--- config.mk ---
export PLATFORM = sky130hd
export DESIGN_NAME = bit_pattern_detector
export DESIGN_NICKNAME = d
export VERILOG_FILES = /design/src/rtl/bit_pattern_pkg.sv /design/src/rtl/sat_counter.sv /design/src/rtl/bit_pattern_detector.sv
export SDC_FILE = /design/constraint.sdc
export NUM_CORES = 1
export LEC_CHECK = 0
export CAP_MARGIN = 20
export CELL_PAD_IN_SITES_DETAIL_PLACEMENT = 1
export CELL_PAD_IN_SITES_GLOBAL_PLACEMENT = 2
export CORE_MARGIN = 2
export CORE_UTILIZATION = 30
export CTS_CLUSTER_DIAMETER = 120
export DETAILED_ROUTE_END_ITERATION = 6
export GPL_TIMING_DRIVEN = 0
export PLACE_DENSITY_LB_ADDON = 0.1
export SLEW_MARGIN = 20
export SYNTH_ARGS = -nofsm -noshare
export SYNTH_HDL_FRONTEND = slang
export SYNTH_SLANG_ARGS = --single-unit
export TNS_END_PERCENT = 5
--- constraint.sdc ---
create_clock -name clk -period 1.84 [get_ports clk]
set_clock_uncertainty 0.15 [all_clocks]
set_input_delay 0.276 -clock clk [delete_from_list [all_inputs] [get_ports clk]]
set_output_delay 0.276 -clock clk [all_outputs]
set_load 0.005 [all_outputs]
--- src/rtl/bit_pattern_pkg.sv ---
// bit_pattern_pkg: shared FSM state type and default pattern-detector configuration
package bit_pattern_pkg;

    typedef enum logic {ST_FILL, ST_ARMED} state_e;

    localparam int         DEF_PAT_LEN = 4;
    localparam logic [3:0] DEF_PATTERN = 4'b1011;
    localparam int         DEF_CNT_W   = 8;

endpackage

--- src/rtl/sat_counter.sv ---
// sat_counter: up-counter that sticks at all-ones and can be flushed synchronously
module sat_counter #(
    parameter int WIDTH = 8
) (
    input  logic             clk,
    input  logic             rst,
    input  logic             clr,
    input  logic             inc,
    output logic [WIDTH-1:0] count
);

    logic [WIDTH-1:0] count_q, count_d;

    // Next count: flush wins, otherwise step unless already pinned at the top.
    always_comb begin
        count_d = clr ? '0 : (inc && count_q != '1) ? count_q + WIDTH'(1) : count_q;
    end

    // Count register.
    always_ff @(posedge clk) begin
        if (rst) count_q <= '0;
        else     count_q <= count_d;
    end

    assign count = count_q;

endmodule

--- src/rtl/bit_pattern_detector.sv ---
// bit_pattern_detector: overlapping serial pattern matcher with armed flag and saturating match count; BIT_PATTERN_DETECTOR_FIRST_EN adds first-match beat capture
module bit_pattern_detector
    import bit_pattern_pkg::*;
#(
    parameter int                 PAT_LEN = DEF_PAT_LEN,
    parameter logic [PAT_LEN-1:0] PATTERN = PAT_LEN'(DEF_PATTERN),
    parameter int                 CNT_W   = DEF_CNT_W
) (
    input  logic             clk,
    input  logic             rst,
    input  logic             in_valid,
    input  logic             in_bit,
    input  logic             clear,
    output logic             match,
    output logic             armed,
    output logic [CNT_W-1:0] match_count
`ifdef BIT_PATTERN_DETECTOR_FIRST_EN
    ,
    output logic [15:0]      first_match_idx,
    output logic             first_seen
`endif
);

    localparam int FW = $clog2(PAT_LEN + 1);

    state_e             state_q, state_d;
    logic [PAT_LEN-1:0] hist_q, hist_d;
    logic [FW-1:0]      fill_q, fill_d;
    logic               match_q, match_d;
    logic               beat;

    // History shift, fill tracking and match detection; a beat during clear is dropped.
    always_comb begin
        beat    = in_valid && !clear;
        hist_d  = hist_q;
        fill_d  = fill_q;
        state_d = state_q;
        match_d = 1'b0;
        if (clear) begin
            hist_d  = '0;
            fill_d  = '0;
            state_d = ST_FILL;
        end else if (in_valid) begin
            hist_d = {hist_q[PAT_LEN-2:0], in_bit};
            if (state_q == ST_FILL) begin
                fill_d = fill_q + FW'(1);
                if (fill_q == FW'(PAT_LEN - 1)) state_d = ST_ARMED;
            end
            match_d = (state_q == ST_ARMED || fill_q == FW'(PAT_LEN - 1)) && hist_d == PATTERN;
        end
    end

    // State, history and match pulse registers.
    always_ff @(posedge clk) begin
        if (rst) begin
            state_q <= ST_FILL;
            hist_q  <= '0;
            fill_q  <= '0;
            match_q <= 1'b0;
        end else begin
            state_q <= state_d;
            hist_q  <= hist_d;
            fill_q  <= fill_d;
            match_q <= match_d;
        end
    end

    sat_counter #(.WIDTH(CNT_W)) u_match_cnt (
        .clk   (clk),
        .rst   (rst),
        .clr   (clear),
        .inc   (match_d),
        .count (match_count)
    );

    assign match = match_q;
    assign armed = state_q == ST_ARMED;

`ifdef BIT_PATTERN_DETECTOR_FIRST_EN
    logic [15:0] beat_idx;
    logic [15:0] first_idx_q, first_idx_d;
    logic        first_seen_q, first_seen_d;

    sat_counter #(.WIDTH(16)) u_beat_cnt (
        .clk   (clk),
        .rst   (rst),
        .clr   (clear),
        .inc   (beat),
        .count (beat_idx)
    );

    // Capture the index of the beat completing the first match; hold until flushed.
    always_comb begin
        first_idx_d  = clear ? '0 : (match_d && !first_seen_q) ? beat_idx : first_idx_q;
        first_seen_d = clear ? 1'b0 : first_seen_q || match_d;
    end

    // First-match capture registers.
    always_ff @(posedge clk) begin
        if (rst) begin
            first_idx_q  <= '0;
            first_seen_q <= 1'b0;
        end else begin
            first_idx_q  <= first_idx_d;
            first_seen_q <= first_seen_d;
        end
    end

    assign first_match_idx = first_idx_q;
    assign first_seen      = first_seen_q;
`endif

endmodule
## Yosys cells after proc, flatten, opt, wreduce, memory -nomap -nowiden

Cells that the tools add are included.
W data, S select, Z words.

- Register bits after elaboration: 16
- Input bits: 5
- Logic and storage cells: 20

- Add/subtract/negate cells: 2
- Eq/ne operators: 3
- Mux-type cells: 4
- Bitwise logic cells: 1
- Reduce and logical (&&, ||, !) cells: 5

Operators by type and width:

| kind | count |
|---|---|
| $add A8 B1 Y8 const B | 1 |
| $ne A8 B8 Y1 const B | 1 |
| $eq A4 B4 Y1 const B | 1 |
| $mux W1 | 4 |
| $add A3 B1 Y3 const B | 1 |
| $eq A3 B2 Y1 const B | 1 |
| $logic_and A1 B1 Y1 | 2 |
| $reduce_and A2 Y1 | 1 |
| $reduce_or A2 Y1 | 1 |
| $logic_or A1 B1 Y1 | 1 |
| $not A1 Y1 | 1 |

## Depth between registers and ports, before layout

Gate-level depths: netlist of the first run.

- Word-level depth: 6
- Depth in mapped cells: 6
- Mapped depth without buffers: 6

## Hierarchy

A second synthesis of the first run with hierarchy kept.

- Cell total of the unflattened synthesis: 81
- Area, all modules: 787.0 sq um

Modules (own cells, without submodules):

| module | times used | cells an instance | area each (sq um) | sequential area each (sq um) |
|---|---|---|---|---|
| sat_counter | 1 | 47 | 435.4 | 160.2 |
| bit_pattern_detector | 1 | 34 | 351.6 | 160.2 |

## Least setup slack after synthesis of the first run

Ideal clock, no wire load.

- Kind: register to register
- From: reg fill_q[0]
- To: reg u_match_cnt.count_q[6], in the netlist u_match_cnt.count[6]
- Setup time: 0.070 ns
- Data arrival time: 1.430 ns
- Data required time: 1.620 ns
- Slack: 0.190 ns
- Cell stages (with the launch flop): 7
- Path buffers: 0
- Period minus slack after synthesis: 1.650 ns
- Cells stage by stage: dfxtp_1 ha_1 ha_1 o211a_4 o211ai_4 or4_1 a21oi_1

- Cells in the longest elaborated chain, start to end: 6

Ends and longest elaborated chain:

| item | RTL line | source |
|---|---|---|
| from (decl) | bit_pattern_detector.sv:28 | `logic [FW-1:0] fill_q, fill_d;` |
| from (signal assigned) | bit_pattern_detector.sv:63 | `fill_q <= fill_d;` |
| $eq A3 B2 Y1 | bit_pattern_detector.sv:49 | `match_d = (state_q == ST_ARMED \|\| fill_q == FW'(PAT_LEN - 1)) && hist_d == PATTERN;` |
| $logic_or A1 B1 Y1 | bit_pattern_detector.sv:49 |  |
| $logic_and A1 B1 Y1 | bit_pattern_detector.sv:49 |  |
| $mux W1 | bit_pattern_detector.sv:43 | `end else if (in_valid) begin` |
| $mux W1 | bit_pattern_detector.sv:39 | `if (clear) begin` |
| $logic_and A1 B1 Y1 | sat_counter.sv:16 | `count_d = clr ? '0 : (inc && count_q != '1) ? count_q + WIDTH'(1) : count_q;` |
| to (signal assigned) | sat_counter.sv:22 | `else count_q <= count_d;` |
| to (decl) | sat_counter.sv:12 | `logic [WIDTH-1:0] count_q, count_d;` |

Every way passes these cells.
A chain may end at the register's enable or synchronous reset.

## Final worst setup path of the first run

Ends and elaborated chain as after synthesis.

==> implementation parameters, run 1 <==
Parameter                              Value

Critical path
  Slowest CP cell ... or4_1
  Worst path top cell family by delay ... compound AO/OA/AOI/OAI gates
  Type of origin of the critical path ... flop
  Cell Chain, Critical Path ... ha_1 > ha_2 > o211a_4 > o211ai_4 > or4_1 > a21oi_1
  Max incr delay on CP ... 0.41 ns
  Buffers & Inverters on Critical Path ... 0
  Worst r2r dst ... u_match_cnt.count[6]$_SDFFE_PP0P_
  Flop-to-flop setup slack ... 0.08 ns
  Worst reg2reg startpoint ... fill_q[0]$_SDFFE_PP0P_
  Top fanout value on the critical path ... 6
  Required time at the endpoint of the critical path ... 1.91 ns
  Crit Path Category ... reg2reg
  Kind of capture point of the worst setup path ... flop
  Arrival time of data at the critical path endpoint ... between 1.5 and 2 ns
  Logic depth of the worst register-to-register path ... 6

Final layout
  Number of filler instances in the final layout ... 281
  Area of combinational cells with multiple inputs ... 413 um^2
  Fin nets ... 99
  Final cell area excluding filler cells ... 938 um^2
  Layout cell share with drive strength beyond 1 ... 13.5%
  Area occupied by registers ... 322 um^2
  Antenna diodes ... 0
  Utilization after layout ... between 40% and 50%
  Area grow syn2layout ... 28.4%

Status
  Result of the run ... completed

Synth
  Per-instance average area after synthesis ... 10.0 um^2
  Most used flip-flop cell after synthesis ... dfxtp_1
  Synthesized cell area ... between 700 and 800 um^2
  Dominant combinational cell family by area after synthesis ... simple AND/OR/NAND/NOR gates
  Number of distinct library cells after synthesis ... 26
  Proportion of netlist area held by the largest area contributor ... 43.8%
  Top cells by count, synth ... 16 x dfxtp_1, 12 x nor2_1, 5 x a21oi_1, 5 x mux2i_1
  Sequential element share of the synthesized area ... 43.8%
  Xor/xnor cell area share of the yosys netlist ... 4.79%
  Cell types with the largest area share after synthesis ... dfxtp_1 44%, mux2i_1 6.8%, nor2_1 6.2%, ha_1 5.1%, xor2_1 3.6%
  Adder-Cell Fraction of Synth Area ... 5.14%
  Count of warnings emitted by yosys ... 0
  Mux cell area share after synthesis ... 6.85%
  Share of the synthesized area in compound gates (AO/OA/AOI/OAI) ... 16.1%
  Post-synthesis cell type with the largest combined area ... dfxtp_1
  Area fraction in and, or, nand and nor cells after synthesis ... 21.1%
  Most frequently used cell type in the post-synthesis netlist ... dfxtp_1
  Net count of the mapped netlist ... 81
  Synthesized instance count ... 73
  EDFF count, synth ... 0
  Share of synthesized flip-flops with an asynchronous set or reset ... 0%
  Number of flip-flops and latches in the synthesized netlist ... 16

Floorplanning
  Die Y-Extent ... 53.4 um
  Floorplan die width ... around 53 um
  Initial core utilization ... 32.4%
  Core region area ... 0.00225 mm^2
  Number of rows in the core area ... 17
  Die area ... 0.00285 mm^2
  Boundary Pins ... 15

Global route
  Initial antenna violation count ... 0
  Gr ovfl total ... 0
  Largest net degree at the start of global routing ... 11
  Number of global-route vias before repair ... around 550
  First-pass GRT wire length ... roughly 2600 um
  Aggregate global-route resource usage ... a little over an eighth

STA
  Final period utilization ... a little over nine tenths
  Final setup fails ... 0
  Smallest hold slack ... 0.186 ns
  Final min period ... approximately 1.8 ns
  Relative slew margins ... 66.1%
  Setup WS post-layout ... 0.0793 ns
  RSZ-0062 raised after global routing ... yes
  Max-slew violations ... 0
  Final count of hold timing violations ... 0
  Fmax ... 568 MHz
  Total negative slack ... 0 ns
  Pin slew with the least headroom to its limit ... roughly 0.5 ns

Power
  Internal power ... between 0.4 and 0.5 mW
  Highest ir drop seen on vdd ... 0.421 mV
  Share of total power in sequential cells ... 62.2%
  Share of total power in combinational logic ... between 5 and 6%
  Lkg Pwr ... 0.334 nW
  Power per Cell Area ... 602 mW/mm^2
  Net load switching power ... around 0.12 mW
  Share of total power in the clock network ... roughly a third
  Sw frac ... 22.1%

Flow run
  Max-cap violations ... 0

CTS
  H-tree level count ... 1
  Resize count post-CTS ... 0
  Clock sink count ... 16
  Clock transition at path regs ... 0.09 ns
  Count of hold-fix buffers inserted at cts ... 0
  Cell chosen for the clock root ... clkbuf_4
  CTS Buffer Depth ... 2
  Clock buffer count from CTS ... 3
  # Post-CTS Setup Buffers ... 0
  CTS tree ... yes
  Worst-Skew Late Latency ... 0.28 ns

Place
  Dpl ws ... -0.136 ns
  Port buffer count ... 13
  HPWL after detailed placement ... 1090 um
  Area of placed instances ... approximately 900 um^2
  Global placement routability congestion ... 0.645

Worst hold path
  Hold Path Origin ... in_valid
  Worst min-delay path class ... in2reg
  Terminating pin of the worst hold path ... armed$_SDFFE_PP0P_
  Hold Crit Depth ... 3

Drt
  Via count ... 580
  First-pass detailed-route iteration total ... 4
  Via density ... 4.96
  Final routed wire length divided by cell count ... 12.6 um
  Antenna-violating nets left ... 0
  Final Routed Wirelength ... about 1500 um
  Count of unresolved DRC violations after routing ... 0
  Initial DRC Count ... 6
==> metal layers <==
metal  vias to the layer above  track usage, %  routed length, um
met5                         -               0                  0
met4                         0            3.85                 14
met3                         2            5.08                 69
met2                        12            17.3                608
met1                       273            18.8                776
li1                        293               -                  -
==> kinds of logic after synthesis <==
family / Yosys count
flops: 16
simple gates: 27
fa+ha+maj: 3
xor+xnor: 4
buf+inv: 4
compound gates: 14
mux: 5
==> sequential cells by signal, summed over array words and instances (netlist names) <==
signal / flops
armed: 1
hist_q: 3
u_match_cnt.count: 8
fill_q: 3
match: 1
==> power groups by stage <==
stage	logic (mW)	registers (mW)	clock network (mW)
after detailed placement	0.0305	0.359	0
after global placement	0.0302	0.359	0
final	0.0302	0.351	0.183
after global routing	0.0339	0.352	0.214
after floorplan	0.0185	0.359	0
after CTS	0.0306	0.351	0.195
==> cells in the final DEF, fill, tap and decap left out, drive strengths merged, types with 2 or more instances in the layout <==
cell,netlist,layout
clkdlybuf4s50,0,13
mux2i,5,5
xor2,3,3
nor2,12,12
nand3,3,3
a21oi,5,5
or3,3,3
nand2,3,3
clkbuf,2,5
o2111ai,2,2
o21ai,3,3
ha,3,3
dfxtp,16,16
==> worst min-delay path, delay by kind of cell <==
kind	cells	cell delay [ns]
AO/OA/AOI/OAI	1	0.08
buffers and inverters	1	0.16
AND/OR/NAND/NOR	1	0.07
==> final cells by class <==
class	instances	area share [%]
Inverter	1	0.400
Tap cell	28	3.73
Timing Repair Buffer	13	13.9
Multi-Input combinational cell	53	44.0
Buffer	3	1.33
Sequential cell	16	34.3
Clock buffer	3	2.40
==> worst max path at each step <==
| stage | start | to | slack [ns] | cells after the start |
|---|---|---|---|---|
| 4_1_cts | fill_q[0]$_SDFFE_PP0P_ | u_match_cnt.count[5]$_SDFFE_PP0P_ | 0.03 | 6 |
| 3_5_place_dp | rst | hist_q[2]$_SDFFE_PP0P_ | -0.14 | 5 |
| 3_3_place_gp | clear | u_match_cnt.count[6]$_SDFFE_PP0P_ | -0.13 | 5 |
| 5_1_grt | fill_q[0]$_SDFFE_PP0P_ | u_match_cnt.count[6]$_SDFFE_PP0P_ | -0.04 | 6 |
| 2_1_floorplan | fill_q[0]$_SDFFE_PP0P_ | u_match_cnt.count[6]$_SDFFE_PP0P_ | 0.19 | 6 |
| 6_report | fill_q[0]$_SDFFE_PP0P_ | u_match_cnt.count[6]$_SDFFE_PP0P_ | 0.08 | 6 |
==> through the flow <==
step / power (mW) / cells
final: 0.565 / 117
after global routing: 0.600 / 117
after CTS: 0.577 / 117
after detailed placement: 0.390 / 114
after global placement: 0.390 / 114
after floorplan: 0.377 / 73
No activity file was read; power rests on OpenSTA's default activity.
==> run 2, diff against run 1 <==
--- a/config.mk
+++ b/config.mk
@@ -13,7 +13,7 @@
 export CTS_CLUSTER_DIAMETER = 120
 export DETAILED_ROUTE_END_ITERATION = 6
 export GPL_TIMING_DRIVEN = 0
-export PLACE_DENSITY_LB_ADDON = 0.1
+export PLACE_DENSITY = 0.84
 export SLEW_MARGIN = 20
 export SYNTH_ARGS = -nofsm -noshare
 export SYNTH_HDL_FRONTEND = slang
==> run 2 against run 1 <==
Sequential power about the same. Die area unchanged. Highest routed layer unchanged. Combinational power up 3%. Final cell count unchanged. Flip-flop and latch count unchanged.
==> implementation parameters, run 2 (same netlist as run 1, synthesis figures left out) <==
Parameter                              Value

Status
  Result of the run ... completed

Floorplanning
  Initial core utilization ... 32.4% (unchanged)
  Boundary Pins ... 15 (unchanged)
  Die Y-Extent ... 53.4 um (unchanged)
  Number of rows in the core area ... 17 (unchanged)
  Core region area ... 0.00225 mm^2 (unchanged)
  Die area ... 0.00285 mm^2 (unchanged)
  Floorplan die width ... 53.4 um (unchanged)

Final layout
  Final cell area excluding filler cells ... 950 um^2 (+1.2%)
  Count of non-filler cells in the finished layout ... 117 (unchanged)
  Most common cell after layout, fill and taps aside ... dfxtp_1
  Commonest non-fill, non-tap cells in the layout ... 15 x dfxtp_1, 13 x clkdlybuf4s50_1, 12 x nor2_1, 5 x mux2i_1
  Antenna diodes ... 0 (unchanged)
  Number of filler instances in the final layout ... 271 (-3.6%)
  Flip-flop count of the largest register, all copies and words added ... 8 (unchanged)
  Area grow syn2layout ... 30.0%
  Layout cell share with drive strength beyond 1 ... 16.9% (+3.4 points)
  Fin nets ... 99 (unchanged)

Critical path
  Arrival time of data at the critical path endpoint ... 1.87 ns (+0.04 ns)
  Worst reg2reg startpoint ... fill_q[0]$_SDFFE_PP0P_
  Flop-to-flop setup slack ... 0.03 ns (-0.05 ns)
  Logic depth of the worst register-to-register path ... 6 (unchanged)
  Worst r2r dst ... u_match_cnt.count[4]$_SDFFE_PP0P_
  Cell Chain, Critical Path ... ha_1 > ha_2 > o211a_4 > o211ai_4 > or3_1 > a21oi_2
  Required time at the endpoint of the critical path ... 1.90 ns (about the same)
  Top fanout value on the critical path ... 6 (unchanged)
  Crit Path Category ... reg2reg
  Kind of capture point of the worst setup path ... flop
  Slowest CP cell ... or3_1
  Type of origin of the critical path ... flop
  Max incr delay on CP ... 0.40 ns (about the same)

Drt
  Initial DRC Count ... 7 (+1)
  Via count ... 592 (+2.1%)
  Final Routed Wirelength ... 1650 um (+12%)
  First-pass detailed-route iteration total ... 4 (unchanged)
  Final routed wire length divided by cell count ... 14.1 um (+12%)
  Antenna-violating nets left ... 0 (unchanged)
  Via density ... 5.06 (+2.1%)
  Count of unresolved DRC violations after routing ... 0 (unchanged)

STA
  RSZ-0062 raised after global routing ... yes
  Relative slew margins ... 66.1% (about the same)
  Final setup fails ... 0 (unchanged)
  Fmax ... 553 MHz (-2.7%)
  Smallest hold slack ... 0.214 ns (+0.0283 ns)
  Max-slew violations ... 0 (unchanged)
  Final min period ... 1.81 ns (+0.0485 ns)
  Pin slew with the least headroom to its limit ... 0.509 ns (-0.000263 ns)
  Final count of hold timing violations ... 0 (unchanged)
  Final period utilization ... 98.3% (+2.6 points)
  Setup WS post-layout ... 0.0308 ns (-0.0485 ns)

CTS
  Worst-Skew Late Latency ... 0.28 ns (about the same)
  Clock buffer count from CTS ... 3 (unchanged)
  CTS Buffer Depth ... 2 (unchanged)
  Resize count post-CTS ... 0 (unchanged)
  CTS tree ... yes
  Cell chosen for the clock root ... clkbuf_4
  Count of hold-fix buffers inserted at cts ... 0 (unchanged)
  Clock transition at path regs ... 0.09 ns (about the same)
  Clock sink count ... 16 (unchanged)
  H-tree level count ... 1 (unchanged)
  # Post-CTS Setup Buffers ... 0 (unchanged)

Place
  HPWL after detailed placement ... 1190 um (+8.8%)
  Dpl ws ... -0.167 ns (-0.0310 ns)
  Port buffer count ... 13 (unchanged)
  Area of placed instances ... 896 um^2 (unchanged)
  Global placement routability congestion ... 0.710 (+10%)
  Number of cells after detailed placement ... 114 (unchanged)

Global route
  First-pass GRT wire length ... 2770 um (+6.9%)
  Largest net degree at the start of global routing ... 11 (unchanged)
  Number of global-route vias before repair ... 582 (+6.2%)
  Gr ovfl total ... 0 (unchanged)
  Initial antenna violation count ... 0 (unchanged)
  Aggregate global-route resource usage ... 13.7% (+0.72 points)

Flow run
  Max-cap violations ... 0 (unchanged)

Worst hold path
  Hold Crit Depth ... 3 (unchanged)
  Terminating pin of the worst hold path ... hist_q[2]$_SDFFE_PP0P_
  Hold Path Origin ... in_valid
  Worst min-delay path class ... in2reg

Power
  Lkg Pwr ... 0.336 nW (+0.48%)
  Sum of internal, switching and leakage power ... 0.565 mW (about the same)
  Power per Cell Area ... 594 mW/mm^2 (-1.3%)
  Highest ir drop seen on vdd ... 0.372 mV (-12%)
## run 2: cell count changes in the layout (fill, tap and decap cells not counted)
cell	delta
a21oi_1	-2
or4_4	+1
a21oi_2	+2
or4_1	-1
## run 2: worst max-delay path by stage
stage                                 startpoint                           endpoint  slack [ns]
after floorplan           fill_q[0]$_SDFFE_PP0P_  u_match_cnt.count[6]$_SDFFE_PP0P_        0.19
after global placement                     clear  u_match_cnt.count[6]$_SDFFE_PP0P_       -0.13
after detailed placement                   clear  u_match_cnt.count[6]$_SDFFE_PP0P_       -0.17
after CTS                 fill_q[0]$_SDFFE_PP0P_  u_match_cnt.count[6]$_SDFFE_PP0P_        0.01
after global routing      fill_q[0]$_SDFFE_PP0P_  u_match_cnt.count[4]$_SDFFE_PP0P_       -0.03
final                     fill_q[0]$_SDFFE_PP0P_  u_match_cnt.count[4]$_SDFFE_PP0P_        0.03
## run 2: report_power, final
| group | leakage, nW | switching [mW] | internal, mW |
|---|---|---|---|
| Clock | 0.0138 | 0.106 | 0.0759 |
| Combinational | 0.193 | 0.0163 | 0.0149 |
| Sequential | 0.130 | 0.00214 | 0.349 |
## run 2: stage by stage
step / TNS (ns) / utilization, %
2_1_floorplan: 0 / -
3_3_place_gp: -1.27 / 39.7
3_5_place_dp: -1.54 / 39.7
4_1_cts: 0 / 40.7
5_1_grt: -0.116 / 42.1
6_report: 0 / 42.1
## run 2: layout make-up
type                            instances  area [um^2]  area share (%)
Multi-Input combinational cell         53          424            44.7
Inverter                                1         3.75           0.395
Buffer                                  3         12.5            1.32
Timing Repair Buffer                   13          130            13.7
Sequential cell                        16          322            33.9
Tap cell                               28         35.0            3.69
Clock buffer                            3         22.5            2.37
## run 2: metal layers
layer	up-vias	global-route usage (%)	share of wire (%)
met2	9	20.6	50
met4	0	6.41	1.5
met1	284	18.2	46
met5	-	0	0
met3	4	3.39	2.4
li1	295	-	-
## run 2: critical path: cells and delay by family, from the launching register on
kind,cells,cell delay [ns]
compound gates,3,0.50
fa+ha+maj,2,0.35
flops,1,0.34
simple gates,1,0.40
